`src/rtl/mul_seq_if.sv`:
```
// rtl/mul_seq_if.sv - start/busy/done handshake and operand/result bundle for mul_seq
interface mul_seq_if #(
  parameter int WIDTH_A = 4,
  parameter int WIDTH_B = 4
);
  logic                       start;
  logic [WIDTH_A-1:0]         A;
  logic [WIDTH_B-1:0]         B;
  logic                       busy;
  logic                       done;
  logic [WIDTH_A+WIDTH_B-1:0] P;
  logic [WIDTH_A-1:0]         Y;
  logic                       C_out;

  modport master (output start, A, B, input busy, done, P, Y, C_out);
  modport slave  (input start, A, B, output busy, done, P, Y, C_out);
endinterface

```
`src/rtl/mul_seq.sv`:
```
// rtl/mul_seq.sv - sequential shift-and-add unsigned multiplier, one multiplier bit per clock
// Optional MUL_EARLY_TERM_EN: leave CALC once the remaining multiplier bits are all zero.
module mul_seq #(
  parameter int WIDTH_A = 4,
  parameter int WIDTH_B = 4
) (
  input  logic      clk,
  input  logic      rst_n,
  mul_seq_if.slave  bus
);
  localparam int WP = WIDTH_A + WIDTH_B;
  localparam int CW = ($clog2(WIDTH_B) < 1) ? 1 : $clog2(WIDTH_B);

  typedef enum logic [1:0] {IDLE, CALC, DONE} state_t;

  state_t             state, state_nxt;
  logic [WP-1:0]      mcand;
  logic [WP-1:0]      acc;
  logic [WP-1:0]      acc_nxt;
  logic [WP-1:0]      p_q;
  logic [WIDTH_B-1:0] mplier;
  logic [CW-1:0]      cnt;
  logic               last_step;
  logic               busy_c;
  logic               done_c;

  assign acc_nxt = mplier[0] ? (acc + mcand) : acc;

`ifdef MUL_EARLY_TERM_EN
  assign last_step = (cnt == CW'(WIDTH_B - 1)) || ((mplier >> 1) == '0);
`else
  assign last_step = (cnt == CW'(WIDTH_B - 1));
`endif

  always_ff @(posedge clk or negedge rst_n) begin
    if (!rst_n) state <= IDLE;
    else        state <= state_nxt;
  end

  always_comb begin
    state_nxt = state;
    case (state)
      IDLE:    if (bus.start) state_nxt = CALC;
      CALC:    if (last_step) state_nxt = DONE;
      DONE:    state_nxt = IDLE;
      default: state_nxt = IDLE;
    endcase
  end

  always_comb begin
    busy_c = 1'b0;
    done_c = 1'b0;
    case (state)
      CALC:    busy_c = 1'b1;
      DONE: begin
        busy_c = 1'b1;
        done_c = 1'b1;
      end
      default: ;
    endcase
  end

  // The product register loads on the final step so it is already valid in the DONE cycle.
  always_ff @(posedge clk or negedge rst_n) begin
    if (!rst_n) begin
      mcand  <= '0;
      mplier <= '0;
      acc    <= '0;
      cnt    <= '0;
      p_q    <= '0;
    end else begin
      case (state)
        IDLE: begin
          if (bus.start) begin
            mcand  <= {{WIDTH_B{1'b0}}, bus.A};
            mplier <= bus.B;
            acc    <= '0;
            cnt    <= '0;
          end
        end
        CALC: begin
          acc    <= acc_nxt;
          mcand  <= mcand << 1;
          mplier <= mplier >> 1;
          cnt    <= cnt + 1'b1;
          if (last_step) p_q <= acc_nxt;
        end
        default: ;
      endcase
    end
  end

  assign bus.busy  = busy_c;
  assign bus.done  = done_c;
  assign bus.P     = p_q;
  assign bus.Y     = p_q[WIDTH_A-1:0];
  assign bus.C_out = |p_q[WP-1:WIDTH_A];
endmodule

```
`src/flat_wrapper.sv`:
```
// flat-port wrapper written by rule: the top's interface ports become plain ports
module mul_seq_flat 
#(
  parameter int WIDTH_A = 4,
  parameter int WIDTH_B = 4
)
  (clk, rst_n, bus_start, bus_A, bus_B, bus_busy, bus_done, bus_P, bus_Y, bus_C_out);
  mul_seq_if #(.WIDTH_A(WIDTH_A), .WIDTH_B(WIDTH_B)) bus_i ();
  input  logic clk;
  input  logic rst_n;
  input wire logic [$bits(bus_i.start)-1:0] bus_start;
  input wire logic [$bits(bus_i.A)-1:0] bus_A;
  input wire logic [$bits(bus_i.B)-1:0] bus_B;
  output wire logic [$bits(bus_i.busy)-1:0] bus_busy;
  output wire logic [$bits(bus_i.done)-1:0] bus_done;
  output wire logic [$bits(bus_i.P)-1:0] bus_P;
  output wire logic [$bits(bus_i.Y)-1:0] bus_Y;
  output wire logic [$bits(bus_i.C_out)-1:0] bus_C_out;
  assign bus_i.start = bus_start;
  assign bus_i.A = bus_A;
  assign bus_i.B = bus_B;
  assign bus_busy = bus_i.busy;
  assign bus_done = bus_i.done;
  assign bus_P = bus_i.P;
  assign bus_Y = bus_i.Y;
  assign bus_C_out = bus_i.C_out;
  mul_seq #(.WIDTH_A(WIDTH_A), .WIDTH_B(WIDTH_B)) u_core (.clk(clk), .rst_n(rst_n), .bus(bus_i));
endmodule
```
`config.mk`:
```
export PLATFORM = sky130hd
export DESIGN_NAME = mul_seq_flat
export DESIGN_NICKNAME = d
export VERILOG_FILES = /design/src/rtl/mul_seq_if.sv /design/src/rtl/mul_seq.sv /design/src/flat_wrapper.sv
export SDC_FILE = /design/constraint.sdc
export NUM_CORES = 1
export LEC_CHECK = 0
export ABC_AREA = 1
export CAP_MARGIN = 20
export CORE_ASPECT_RATIO = 1.5
export CORE_MARGIN = 5
export CORE_UTILIZATION = 58
export DETAILED_ROUTE_END_ITERATION = 7
export GPL_TIMING_DRIVEN = 0
export PLACE_DENSITY_LB_ADDON = 0.25
export SLEW_MARGIN = 40
export SYNTH_ARGS = -nofsm -noshare
export SYNTH_HDL_FRONTEND = slang
export SYNTH_SLANG_ARGS = --single-unit
```
`constraint.sdc`:
```
create_clock -name clk -period 3.34 [get_ports clk]
set_clock_uncertainty 0.1 [all_clocks]
set_input_delay 0.668 -clock clk [delete_from_list [all_inputs] [get_ports clk]]
set_output_delay 0.668 -clock clk [all_outputs]
set_load 0.03 [all_outputs]
```
* Word-level counts from Yosys, hierarchy flattened
Cells that the tools add are included.
** Storage, ports and cells
- Output and inout bits :: 15
- Word-level logic and storage cells :: 34
- Register bits :: 32
** Cells by class
- Multiplexer cells :: 14
- Add/sub/neg operators :: 2
- Reduce and logical (&&, ||, !) cells :: 7
- Equality and inequality tests :: 5
** Operators by type and width (count)
- $pmux 8 s2 :: 2
- $mux 8 :: 3
- $add 8x8->8 :: 1
- $pmux 2 s2 :: 2
- $pmux 4 s2 :: 1
- $mux 2 :: 3
- $reduce_and 2->1 :: 3
- $eq 2x2->1 const B :: 2
- $mux 4 :: 1
- $reduce_or 4->1 :: 1
- $add 2x1->2 const B :: 1
- $eq 2x1->1 const B :: 1
- $logic_not 2->1 :: 1
- $mux 1 :: 2
- $ne 2x1->1 const B :: 1
- $ne 2x2->1 const B :: 1
- $reduce_bool 2->1 :: 1
- $reduce_or 2->1 :: 1

* Logic depth before layout (Yosys ltp)
- Depth after elaboration :: 3
- Depth in mapped cells :: 12
- Gate-level depth less buffers :: 12

* Worst setup path after synthesis
No wires, ideal clock.
- Path type :: reg-to-output
- Start :: register u_core.p_q[5] (netlist: u_core.bus.P[5])
- End :: output bus_C_out
- Data required time :: 2.572 ns
- Buffers on the path :: 0
- Setup slack :: 1.374 ns
- Cell stages (with the launch flop) :: 2
- Arrival time :: 1.198 ns
- Cells stage by stage :: dfrtp_1 or4_1
** Between the ends
- Cells in the longest elaborated chain, start to end :: 1
** RTL lines
- start, declared :: line mul_seq.sv:20 : logic [WP-1:0] p_q;
- start signal, assigned :: line mul_seq.sv:86 : if (last_step) p_q <= acc_nxt;
- $reduce_or 4->1 :: line mul_seq.sv:97 : assign bus.C_out = |p_q[WP-1:WIDTH_A];
- end, declared :: line flat_wrapper.sv:18 : output wire logic [$bits(bus_i.C_out)-1:0] bus_C_out;
No other way between the ends.

* Worst setup path in the final report
Ends and elaborated chain as after synthesis.

==> metrics.md <==
| Metric | Value |
|---|---|
| Outcome | `completed` |
| Via/cell ratio | `5.15` |
| Share of cells above drive strength 1 | `12.3%` |
| Ys flop type | `dfrtp_1` |
| Hold WC Path Type | `in -> async` |
| Commonest cells after routing, fill and taps aside | `nand2_1 (61), dfrtp_1 (32), inv_1 (26)` |
| Crit path launch type | `flop` |
| Core box area | `0.00310 mm²` |
| TritonCTS buffer count | `5` |
| Crit path kind | `reg -> out` |
| Die ar. | `0.00441 mm²` |
| CTS Hold Bufs | `0` |
| IO Count | `26` |
| RSZ-0062 raised after global routing | `no` |
| Clock H-tree levels | `2` |
| Clock tree from TritonCTS | `yes` |
| Post-CTS Resized | `0` |
| Critical Path AT | `1790 ps` |
| Int Pwr | `0.00135 W` |
| Count of different cell masters after synthesis | `29` |
| Reg2Reg Depth | `11` |
| Flop pwr share | `28.0%` |
| Pwr Total | `0.00247 W` |
| WL final | `3.44 mm` |
| NetSw | `0.00112 W` |
| Clock latency on the worst-skew pair | `280 ps` |
| Leak | `1.12 nW` |
| Fillers | `245` |
| Total track usage | `18.1%` |
| Sw Share | `45.3%` |
| Register clock-pin slew on the reported worst setup and hold paths | `70 ps` |
| Count of final max-slew check failures | `0` |
| Sequential share of the synthesized area | `43.7%` |
| Vias in the first global route | `1526` |
| Die Y | `78.8 µm` |
| Crit. End Element | `primary output` |
| Peak supply drop | `0.828 mV` |
| Worst Path Max Fanout | `3` |
| Yosys Warn Count | `0` |
| Most common cell after layout, fill and taps aside | `nand2_1` |
| Syn avg cell area | `8.40 µm²` |
| Clock tree buffer depth | `2` |
| Seq cells post-synth | `32` |
| Antenna violations before repair | `0` |
| Nets | `274` |
| Final setup fails | `0` |
| Cell Area, Synth | `0.00183 mm²` |
| Reg2reg end | `u_core.acc[6]$_DFFE_PN0P_` |
| Postcts setup bufs | `0` |
| Total grt overflow | `0` |
| Fin Setup TNS | `0 ps` |
| Post-synth EDFFs | `0` |
| Routability cong. | `0.894` |
| Area Growth Syn to Fin | `22.5%` |
| Tmin final | `2560 ps` |
| Clk sinks | `32` |
| Pre-antenna DRT Iters | `4` |
| Max_cap viols | `0` |
| Worst Setup SP | `u_core.bus.P[5]$_DFFE_PN0P_` |
| Final hold viol count | `0` |
| Wire per inst | `11.8 µm` |
| Clock Power Share | `12.2%` |
| Hpwl dp | `2.77 mm` |
| Tcrit/Tclk final | `76.6%` |
| R2r startpoint | `u_core.acc[0]$_DFFE_PN0P_` |
| First-pass GRT wire length | `6.27 mm` |
| Post-route insts no fill | `292` |
| Least-Margin Pin Slew | `470 ps` |
| Syn_nets | `241` |
| CTS root buf | `clkbuf_8` |
| Die W | `55.9 µm` |
| Mapped Cells | `218` |
| Post-route cell area | `0.00224 mm²` |
| Largest net degree at the start of global routing | `18` |
| Routed vias | `1503` |
| # port buffers | `25` |
| Worst setup path end | `bus_C_out` |
| Power density of the placed cells | `1100 mW/mm²` |
| Diode count | `0` |
| Slew HR | `68.7%` |
| R2r setup slk | `1520 ps` |
| DRC | `0` |
| Worst path required time | `2570 ps` |
| Initial DRC count | `34` |
| Dpl cell area | `0.00215 mm²` |
| Final antenna-violating net count | `0` |
| FP Rows | `25` |
| Final core utilization | `72.5%` |
| Fmax | `391 MHz` |
| Post-synth ARST share | `100%` |
| Initial Util | `59.2%` |
| Logic pwr share | `59.9%` |
| Placed cells | `284` |
-- power by group through the flow --
stage | clock network [W] | registers (W) | logic [W]
3_3_place_gp | 0 | 0.000687 | 0.00145
2_1_floorplan | 0 | 0.000755 | 0.00102
3_5_place_dp | 0 | 0.000695 | 0.00148
5_1_grt | 0.000322 | 0.000715 | 0.00166
6_report | 0.000300 | 0.000689 | 0.00148
4_1_cts | 0.000304 | 0.000690 | 0.00149
-- synth_stat cells, types with 3 or more instances --
master | count | area share [%]
buf_4 | 5 | 2.0
o21ai_1 | 5 | 1.4
ha_1 | 11 | 7.5
inv_1 | 26 | 5.3
nand3b_1 | 4 | 1.6
o22ai_1 | 3 | 1.0
nor2_1 | 9 | 1.8
dfrtp_1 | 32 | 44
nand3_1 | 17 | 4.6
o211ai_1 | 3 | 1.2
nand2_1 | 61 | 13
a31oi_2 | 3 | 2.0
o21ai_0 | 13 | 3.6
or2_2 | 3 | 1.0
a21oi_1 | 4 | 1.1
-- cell type report --
| type | instances | area [µm²] | area share [%] |
|---|---|---|---|
| inverters | 28 | 108 | 4.79 |
| flip-flops and latches | 32 | 801 | 35.7 |
| clock buffers | 8 | 90.1 | 4.01 |
| multi-input cells | 148 | 850 | 37.8 |
| well taps | 40 | 50.0 | 2.23 |
| repair buffers | 26 | 273 | 12.2 |
| plain buffers | 10 | 73.8 | 3.29 |
-- flip-flops by register name, summed over array words and instances, names as in the netlist --
name,count
u_core.acc,8
u_core.state,2
u_core.cnt,2
u_core.mplier,4
u_core.mcand,8
u_core.bus.P,8
-- routing by layer --
metal  up-vias  wire length, µm  track usage (%)
li1        770                -                -
met1       694             1340             18.4
met2        31             1880             34.1
met3         8              157             2.93
met4         0               63             10.7
met5         -                0                0
-- per-stage QoR --
step                worst slack [ps]  hold slack, ps
floorplan                       1370             272
global placement                 884             356
detailed placement              1080             381
CTS                              778             223
global route                     749             234
finish                           780             206
-- cell families after synthesis --
| family | share of synthesized area, % |
|---|---|
| AOI/OAI and AO/OA | 13.1 |
| xor gates and xnor gates | 0.478 |
| adders and majority gates | 8.61 |
| buffers and inverters | 9.90 |
| DFF | 43.7 |
| and+or+nand+nor | 24.2 |
-- worst min path at each step --
stage,startpoint,end,slack [ps],cells after the start
after floorplan,rst_n,u_core.acc[0]$_DFFE_PN0P_,270,0
after global placement,u_core.mplier[3]$_DFFE_PN0P_,u_core.mplier[3]$_DFFE_PN0P_,360,2
after detailed placement,u_core.mplier[3]$_DFFE_PN0P_,u_core.mplier[3]$_DFFE_PN0P_,380,2
after CTS,rst_n,u_core.mplier[0]$_DFFE_PN0P_,220,1
after global routing,rst_n,u_core.mcand[0]$_DFFE_PN0P_,230,1
final,rst_n,u_core.bus.P[7]$_DFFE_PN0P_,210,1
-- worst max-delay path, cell delays in order (launching register included) --
cell and delay (ps):
dfrtp_1 390, or4_1 510, clkdlybuf4s50_1 600
No activity file was read; power rests on OpenSTA's default activity.
